==> config.mk <==
export PLATFORM = sky130hd
export DESIGN_NAME = raw_to_bcd_scan_flat
export DESIGN_NICKNAME = d
export VERILOG_FILES = /design/src/rtl/raw_to_bcd_scan_if.sv /design/src/rtl/raw_to_bcd_scan.sv /design/src/flat_wrapper.sv
export SDC_FILE = /design/constraint.sdc
export NUM_CORES = 2
export LEC_CHECK = 0
export ABC_AREA = 1
export CORE_UTILIZATION = 50
export DETAILED_ROUTE_END_ITERATION = 6
export PLACE_DENSITY = 0.81
export SETUP_SLACK_MARGIN = 0.1
export SKIP_CTS_REPAIR_TIMING = 1
export SYNTH_ARGS = -nofsm -noshare
export SYNTH_HDL_FRONTEND = slang
export SYNTH_SLANG_ARGS = --single-unit
==> constraint.sdc <==
create_clock -name clk -period 30.1 [get_ports clk]
set_input_delay 4.515 -clock clk [delete_from_list [all_inputs] [get_ports clk]]
set_output_delay 4.515 -clock clk [all_outputs]
set_load 0.02 [all_outputs]
==> src/rtl/raw_to_bcd_scan_if.sv <==
// Handshake and data bundle for raw_to_bcd_scan: the requester drives start/data_raw,
// the converter returns packed BCD results with busy/done status.
interface raw_to_bcd_scan_if #(
    parameter int unsigned NUM_CH = 16,
    parameter int unsigned W      = 16,
    parameter int unsigned DIGITS = 5
);
    logic                         start;
    logic [NUM_CH*W-1:0]          data_raw;
    logic [NUM_CH*DIGITS*4-1:0]   bcd_out;
    logic                         busy;
    logic                         done;

    modport master (
        output start,
        output data_raw,
        input  bcd_out,
        input  busy,
        input  done
    );

    modport slave (
        input  start,
        input  data_raw,
        output bcd_out,
        output busy,
        output done
    );
endinterface

==> src/rtl/raw_to_bcd_scan.sv <==
// Sequential binary-to-BCD converter: snapshots NUM_CH packed counters and converts them one
// at a time with double dabble, publishing all channels atomically with a one-cycle done pulse.
module raw_to_bcd_scan #(
    parameter int unsigned NUM_CH = 16,
    parameter int unsigned W      = 16,
    parameter int unsigned DIGITS = 5
) (
    input logic               clk,
    input logic               reset,
    raw_to_bcd_scan_if.slave  bus_io
);

    localparam int unsigned BcdW  = DIGITS * 4;
    localparam int unsigned SregW = BcdW + W;
    localparam int unsigned RawW  = NUM_CH * W;
    localparam int unsigned OutW  = NUM_CH * BcdW;
    localparam int unsigned ChW   = (NUM_CH > 1) ? $clog2(NUM_CH) : 1;
    localparam int unsigned IterW = (W > 1) ? $clog2(W) : 1;

    localparam logic [ChW-1:0]   ChLast   = ChW'(NUM_CH - 1);
    localparam logic [IterW-1:0] IterLast = IterW'(W - 1);

    typedef enum logic [2:0] {
        StIdle,
        StLoad,
        StShift,
        StStore,
        StCommit
    } state_e;

    state_e             state_q, state_d;
    logic [ChW-1:0]     ch_q, ch_d;
    logic [IterW-1:0]   iter_q, iter_d;
    logic [RawW-1:0]    shadow_q, shadow_d;
    logic [SregW-1:0]   shift_q, shift_d;
    logic [OutW-1:0]    work_q, work_d;
    logic [OutW-1:0]    bcd_out_q, bcd_out_d;
    logic               done_q, done_d;

    logic [SregW-1:0]   sreg_adj;

    // Double-dabble correction: bias every BCD nibble >= 5 before the doubling shift.
    always_comb begin
        sreg_adj = shift_q;
        for (int d = 0; d < int'(DIGITS); d++) begin
            if (sreg_adj[W + d*4 +: 4] >= 4'd5) begin
                sreg_adj[W + d*4 +: 4] = sreg_adj[W + d*4 +: 4] + 4'd3;
            end
        end
    end

    always_comb begin
        state_d   = state_q;
        ch_d      = ch_q;
        iter_d    = iter_q;
        shadow_d  = shadow_q;
        shift_d   = shift_q;
        work_d    = work_q;
        bcd_out_d = bcd_out_q;
        done_d    = 1'b0;

        unique case (state_q)
            StIdle: begin
                if (bus_io.start) begin
                    shadow_d = bus_io.data_raw;
                    ch_d     = '0;
                    state_d  = StLoad;
                end
            end
            StLoad: begin
                shift_d = {{BcdW{1'b0}}, shadow_q[int'(ch_q)*W +: W]};
                iter_d  = '0;
                state_d = StShift;
            end
            StShift: begin
                shift_d = sreg_adj << 1;
                if (iter_q == IterLast) begin
                    state_d = StStore;
                end else begin
                    iter_d = iter_q + IterW'(1);
                end
            end
            StStore: begin
                work_d[int'(ch_q)*BcdW +: BcdW] = shift_q[W +: BcdW];
                if (ch_q == ChLast) begin
                    state_d = StCommit;
                end else begin
                    ch_d    = ch_q + ChW'(1);
                    state_d = StLoad;
                end
            end
            StCommit: begin
                // Only path to bcd_out, so partial channel results are never visible.
                bcd_out_d = work_q;
                done_d    = 1'b1;
                state_d   = StIdle;
            end
            default: begin
                state_d = StIdle;
            end
        endcase
    end

    always_ff @(posedge clk or posedge reset) begin
        if (reset) begin
            state_q   <= StIdle;
            ch_q      <= '0;
            iter_q    <= '0;
            shadow_q  <= '0;
            shift_q   <= '0;
            work_q    <= '0;
            bcd_out_q <= '0;
            done_q    <= 1'b0;
        end else begin
            state_q   <= state_d;
            ch_q      <= ch_d;
            iter_q    <= iter_d;
            shadow_q  <= shadow_d;
            shift_q   <= shift_d;
            work_q    <= work_d;
            bcd_out_q <= bcd_out_d;
            done_q    <= done_d;
        end
    end

    assign bus_io.bcd_out = bcd_out_q;
    assign bus_io.busy    = (state_q != StIdle);
    assign bus_io.done    = done_q;

endmodule

==> src/flat_wrapper.sv <==
// flat-port wrapper written by rule: the top's interface ports become plain ports
module raw_to_bcd_scan_flat 
#(
    parameter int unsigned NUM_CH = 16,
    parameter int unsigned W      = 16,
    parameter int unsigned DIGITS = 5
)
  (clk, reset, bus_io_start, bus_io_data_raw, bus_io_bcd_out, bus_io_busy, bus_io_done);
  raw_to_bcd_scan_if #(.NUM_CH(NUM_CH), .W(W), .DIGITS(DIGITS)) bus_io_i ();
  input logic clk;
  input logic reset;
  input wire logic [$bits(bus_io_i.start)-1:0] bus_io_start;
  input wire logic [$bits(bus_io_i.data_raw)-1:0] bus_io_data_raw;
  output wire logic [$bits(bus_io_i.bcd_out)-1:0] bus_io_bcd_out;
  output wire logic [$bits(bus_io_i.busy)-1:0] bus_io_busy;
  output wire logic [$bits(bus_io_i.done)-1:0] bus_io_done;
  assign bus_io_i.start = bus_io_start;
  assign bus_io_i.data_raw = bus_io_data_raw;
  assign bus_io_bcd_out = bus_io_i.bcd_out;
  assign bus_io_busy = bus_io_i.busy;
  assign bus_io_done = bus_io_i.done;
  raw_to_bcd_scan #(.NUM_CH(NUM_CH), .W(W), .DIGITS(DIGITS)) u_core (.clk(clk), .reset(reset), .bus_io(bus_io_i));
endmodule
# Yosys cells after proc, flatten, opt, wreduce, memory -nomap -nowiden
# Cells that the tools add are included.
classes:
  addsub: 8
  n_mul: 1
  n_lt_le_gt_ge: 5
  eq_ne: 10
  n_shift: 3
  muxes: 17
  n_reduce_logical: 8
op_table:
  columns: ["operator", "n"]
  rows:
  - ["$bwmux 320", 1]
  - ["$shift 20x34->320 const A", 1]
  - ["$shiftx 20x34->320", 1]
  - ["$shiftx 256x9->16", 1]
  - ["$pmux 36 s2", 1]
  - ["$neg 9->34", 1]
  - ["$mux 4", 7]
  - ["$ge 4x3->1 const B", 5]
  - ["$add 4x2->4 const B", 4]
  - ["$pmux 4 s2", 2]
  - ["$mux 3", 4]
  - ["$pmux 3 s4", 1]
  - ["$add 4x1->4 const B", 2]
  - ["$eq 4x4->1 const B", 2]
  - ["$mul 4x3->7 const B", 1]
  - ["$eq 3x2->1 const B", 2]
  - ["$ne 2x2->1 const B", 3]
  - ["$reduce_and 2->1", 3]
  - ["$reduce_bool 2->1", 2]
  - ["$add 3x2->3 const B", 1]
  - ["$eq 3x1->1 const B", 1]
  - ["$eq 3x3->1 const B", 1]
  - ["$logic_not 3->1", 1]
  - ["$reduce_and 3->1", 1]
  - ["3 further kinds", 3]
word_totals:
  register_bits: 944
  input_bits: 259
  output_inout_bits: 322
  word_cells: 60

# Depth between registers and ports, before layout
logic_depth:
  ltp_word: 4
  depth_mapped: 22
  depth_no_buf: 21

# Least setup slack after synthesis
# OpenSTA, ideal clock, no wires.
synth_path:
  kind: "input-to-reg"
  start: "input port bus_io_start"
  end: "register u_core.ch_q[3]"
  setup_ns: 0.135
  arrival_ns: 5.545
  required_ns: 29.965
  setup_slack_ns: 24.420
  stages: 9
  path_buffers: 0
  path_cell_list: "inv_1 -> nor2_1 -> inv_1 -> a21oi_1 -> inv_1 -> nor2_1 -> nand2_1 -> o21ai_0 -> a21oi_1"
synth_via:
  elab_chain_cells: 2
synth_lines:
  columns: ["element", "line", "source"]
  rows:
  - ["from (decl)", "flat_wrapper.sv:12", "input wire logic [$bits(bus_io_i.start)-1:0] bus_io_start;"]
  - ["$ne 2x2->1 (no source line)", null, null]
  - ["$reduce_and 3->1 (no source line)", null, null]
  - ["to (signal assigned)", "raw_to_bcd_scan.sv:116", "ch_q <= ch_d;"]
  - ["to (decl)", "raw_to_bcd_scan.sv:32", "logic [ChW-1:0] ch_q, ch_d;"]
# Every way passes these cells.
# A chain may end at the register's enable or synchronous reset.

==> metrics <==
run status complete, but fails checks; violations in the final reports design-rule violations; aggregate global routing overflow 0; critical path endpoint category async pin; Starting Density just over 50%; number of H-tree branching levels 3; initial antenna violation count 16; final hold violations 0; CP Data Required Time ~31000 ps; area share of the largest cell type after synthesis between 50% and 60%; synth top area cells dfrtp_1 (57%), nand2_1 (18%), o21ai_0 (6.7%); via count of the first global-routing pass 35660; max-slew violation total from the final report 0; crit path DAT ~9700 ps; actual slew at the worst max-slew pin between 1000 and 1500 ps; die height between 200 and 300 um; starting DRC count in detailed routing ~4200; Min Clock Period, post-route 8986 ps; summed instance area of the synthesized netlist roughly 42000 um^2; unrepaired setup endpoints after global routing no; count of unresolved DRC violations after routing 2; Core Area approximately 80000 um^2; total global routing track utilization approximately a third; via total after detailed routing about 37000; Leakage about 25 nW; YS warnings 0; primary flip-flop cell chosen by synthesis mapping dfrtp_1; maximum frequency from static timing analysis around 110 MHz; Antenna Nets Post-Route 0; post-synthesis cell type count 50; final clock period utilization by the worst path between 20% and 30%; areal power density over the cells 98.88 nW/um^2; end point of the critical path u_core.bus_io.bcd_out[157]; Worst R2R Setup Slack roughly 25000 ps; leading area contributor after synthesis dfrtp_1; share of synthesized registers carrying an async set or reset 100.0%; global-route wire length before repair roughly 210000 um; number of ports placed on the die boundary about 580; Final Setup Violations 0; synthesized area divided by synthesized cell count slightly above 8 um^2; area of placed instances between 40000 and 50000 um^2; Net Count, Synth approximately 5400; Clock Path Buffers 3; total of fill cells in the finished design slightly below 7000; depth of the worst register-to-register path 15; clock tree from TritonCTS done; first drt pass iteration count 7; number of sinks handled by clock tree synthesis ~940; Detail Placement HPWL 94450 um; number of buffers created by CTS 94; max capacitance violation total 0; total die area 84530 um^2; standard-cell rows around 110; post-route clock skew between 40 and 50 ps; path class of the lowest-slack min-delay path reg2reg; worst hold-check slack 434.3 ps; via density per instance 5.553; detailed-route wire length between 100000 and 150000 um; net count reported at finish approximately 5800; endpoint of the lowest-slack register-to-register path u_core.work_q[5]; critical-path maximum fanout 82; post-synthesis sequential element count between 900 and 1000; worst supply voltage drop on vdd between 0.1 and 0.15 mV; number of flops mapped to enable cells by yosys 0; clock tree root buffer cell clkbuf_16; Post-Layout Inst Area 51510 um^2; kind of launch point of the worst setup path input port; clock-pin slew on the worst setup and hold paths approximately 60 ps; start-to-end type of the worst setup path in2async; gpl congestion 0.9877; leading cell types in the layout, fill and taps excluded nand2_1 (2032), dfrtp_1 (942), clkdlybuf4s50_1 (580); Post-Syn Instances ~5000; reg-to-reg startpoint u_core.ch_q[1]; maximum number of pins on one net before global-route repair 310; horizontal die dimension approximately 290 um; Port-buffer cells 580; post-DR wirelength/cell between 20 and 25 um; fraction of the yosys area taken by sequential cells roughly 57%; worst-case headroom to the max-slew limit under 10%; Setup TNS Final 0 ps; clock latency of the later-clocked register in the worst-skew pair just under 700 ps; area grow syn2layout 23.57%; most frequent standard cell in the layout excluding fill and tap cells nand2_1; ratio of cells with drive above 1 in the final layout about 5.2%; first element of the critical path reset
==> flip-flops by register name (all words and copies together), names as in the netlist <==
| register | flops |
|---|---|
| u_core.bus_io.bcd_out | 320 |
| u_core.bus_io.done | 1 |
| u_core.ch_q | 4 |
| u_core.iter_q | 4 |
| u_core.shadow_q | 256 |
| u_core.shift_q | 36 |
| u_core.state_q | 3 |
| u_core.work_q | 320 |
==> per-layer routing <==
metal / global-route usage, % / vias to the layer above / share of wire [%]
li1: - / 17230 / -
met1: 41.22 / 17930 / 39
met2: 50.93 / 1798 / 47
met3: 5.728 / 353 / 8.2
met4: 17.52 / 0 / 5.9
met5: 0 / - / 0
==> stage by stage <==
step           setup slack (ps)  std cells  power, mW  utilization, %
6_report                  21110       6717      5.094           62.64
5_1_grt                   20290       6717      5.335           62.64
4_1_cts                   20890       6702      5.037           62.59
3_5_place_dp              20230       6526      3.806           58.61
3_3_place_gp              20270       6526      3.759           58.61
2_1_floorplan             12590       5097      3.037               -
==> where the power goes <==
part	internal, mW	total, mW	switching (mW)
logic	0.491	2.16	1.67
registers	1.56	1.71	0.150
clock network	0.704	1.22	0.520
==> area by class of cell <==
| type | instances | area [um^2] | area share [%] |
|---|---|---|---|
| flip-flops and latches | 944 | 23630 | 45.87 |
| multi-input cells | 3520 | 15630 | 30.34 |
| repair buffers | 633 | 6241 | 12.12 |
| clock buffers | 140 | 2765 | 5.368 |
| inverters | 359 | 1363 | 2.645 |
| well taps | 1070 | 1339 | 2.599 |
| clock inverters | 36 | 511.7 | 0.9934 |
| diodes | 15 | 37.54 | 0.07287 |
==> cells by family after synthesis <==
kind of cell,share of synthesized area [%]
muxes,0.07204
and+or+nand+nor,25.78
xor gates and xnor gates,0.1441
buffers and inverters,5.949
adders and majority gates,0.5883
AOI/OAI and AO/OA,10.80
DFF,56.67
==> worst min-delay path by stage <==
| stage | startpoint | cells past startpoint | slack [ps] | to |
|---|---|---|---|---|
| 2_1_floorplan | u_core.iter_q[3] | 1 | 430 | u_core.iter_q[3] |
| 3_3_place_gp | u_core.work_q[311] | 2 | 450 | u_core.bus_io.bcd_out[311] |
| 3_5_place_dp | u_core.work_q[309] | 2 | 450 | u_core.bus_io.bcd_out[309] |
| 4_1_cts | u_core.work_q[207] | 2 | 440 | u_core.bus_io.bcd_out[207] |
| 5_1_grt | u_core.work_q[205] | 2 | 460 | u_core.bus_io.bcd_out[205] |
| 6_report | u_core.work_q[207] | 2 | 430 | u_core.bus_io.bcd_out[207] |
==> cells in the mapped netlist, types with 5 or more instances <==
cell type	number
o21ai_0	561
buf_4	6
a31oi_1	7
dfrtp_1	944
nand4_1	77
xor2_1	5
nand2_1	2033
nand3_2	22
o22ai_1	27
o21a_1	5
ha_1	18
nor2_1	241
inv_1	342
clkbuf_1	196
o211ai_1	35
inv_2	12
nor2_2	9
nand4_2	6
nand3_1	215
nand2_2	7
a21oi_1	150
buf_2	45
o21ai_1	34
nor3_1	22
o2111ai_1	6
buf_1	24
==> critical path, stage by stage <==
cell,delay [ps]
clkdlybuf4s50_1,450
clkinvlp_4,430
buf_4,780
buf_4,800
buf_4,850
buf_4,910
buf_4,750
Note: power is estimated with default switching activity, not from simulation.
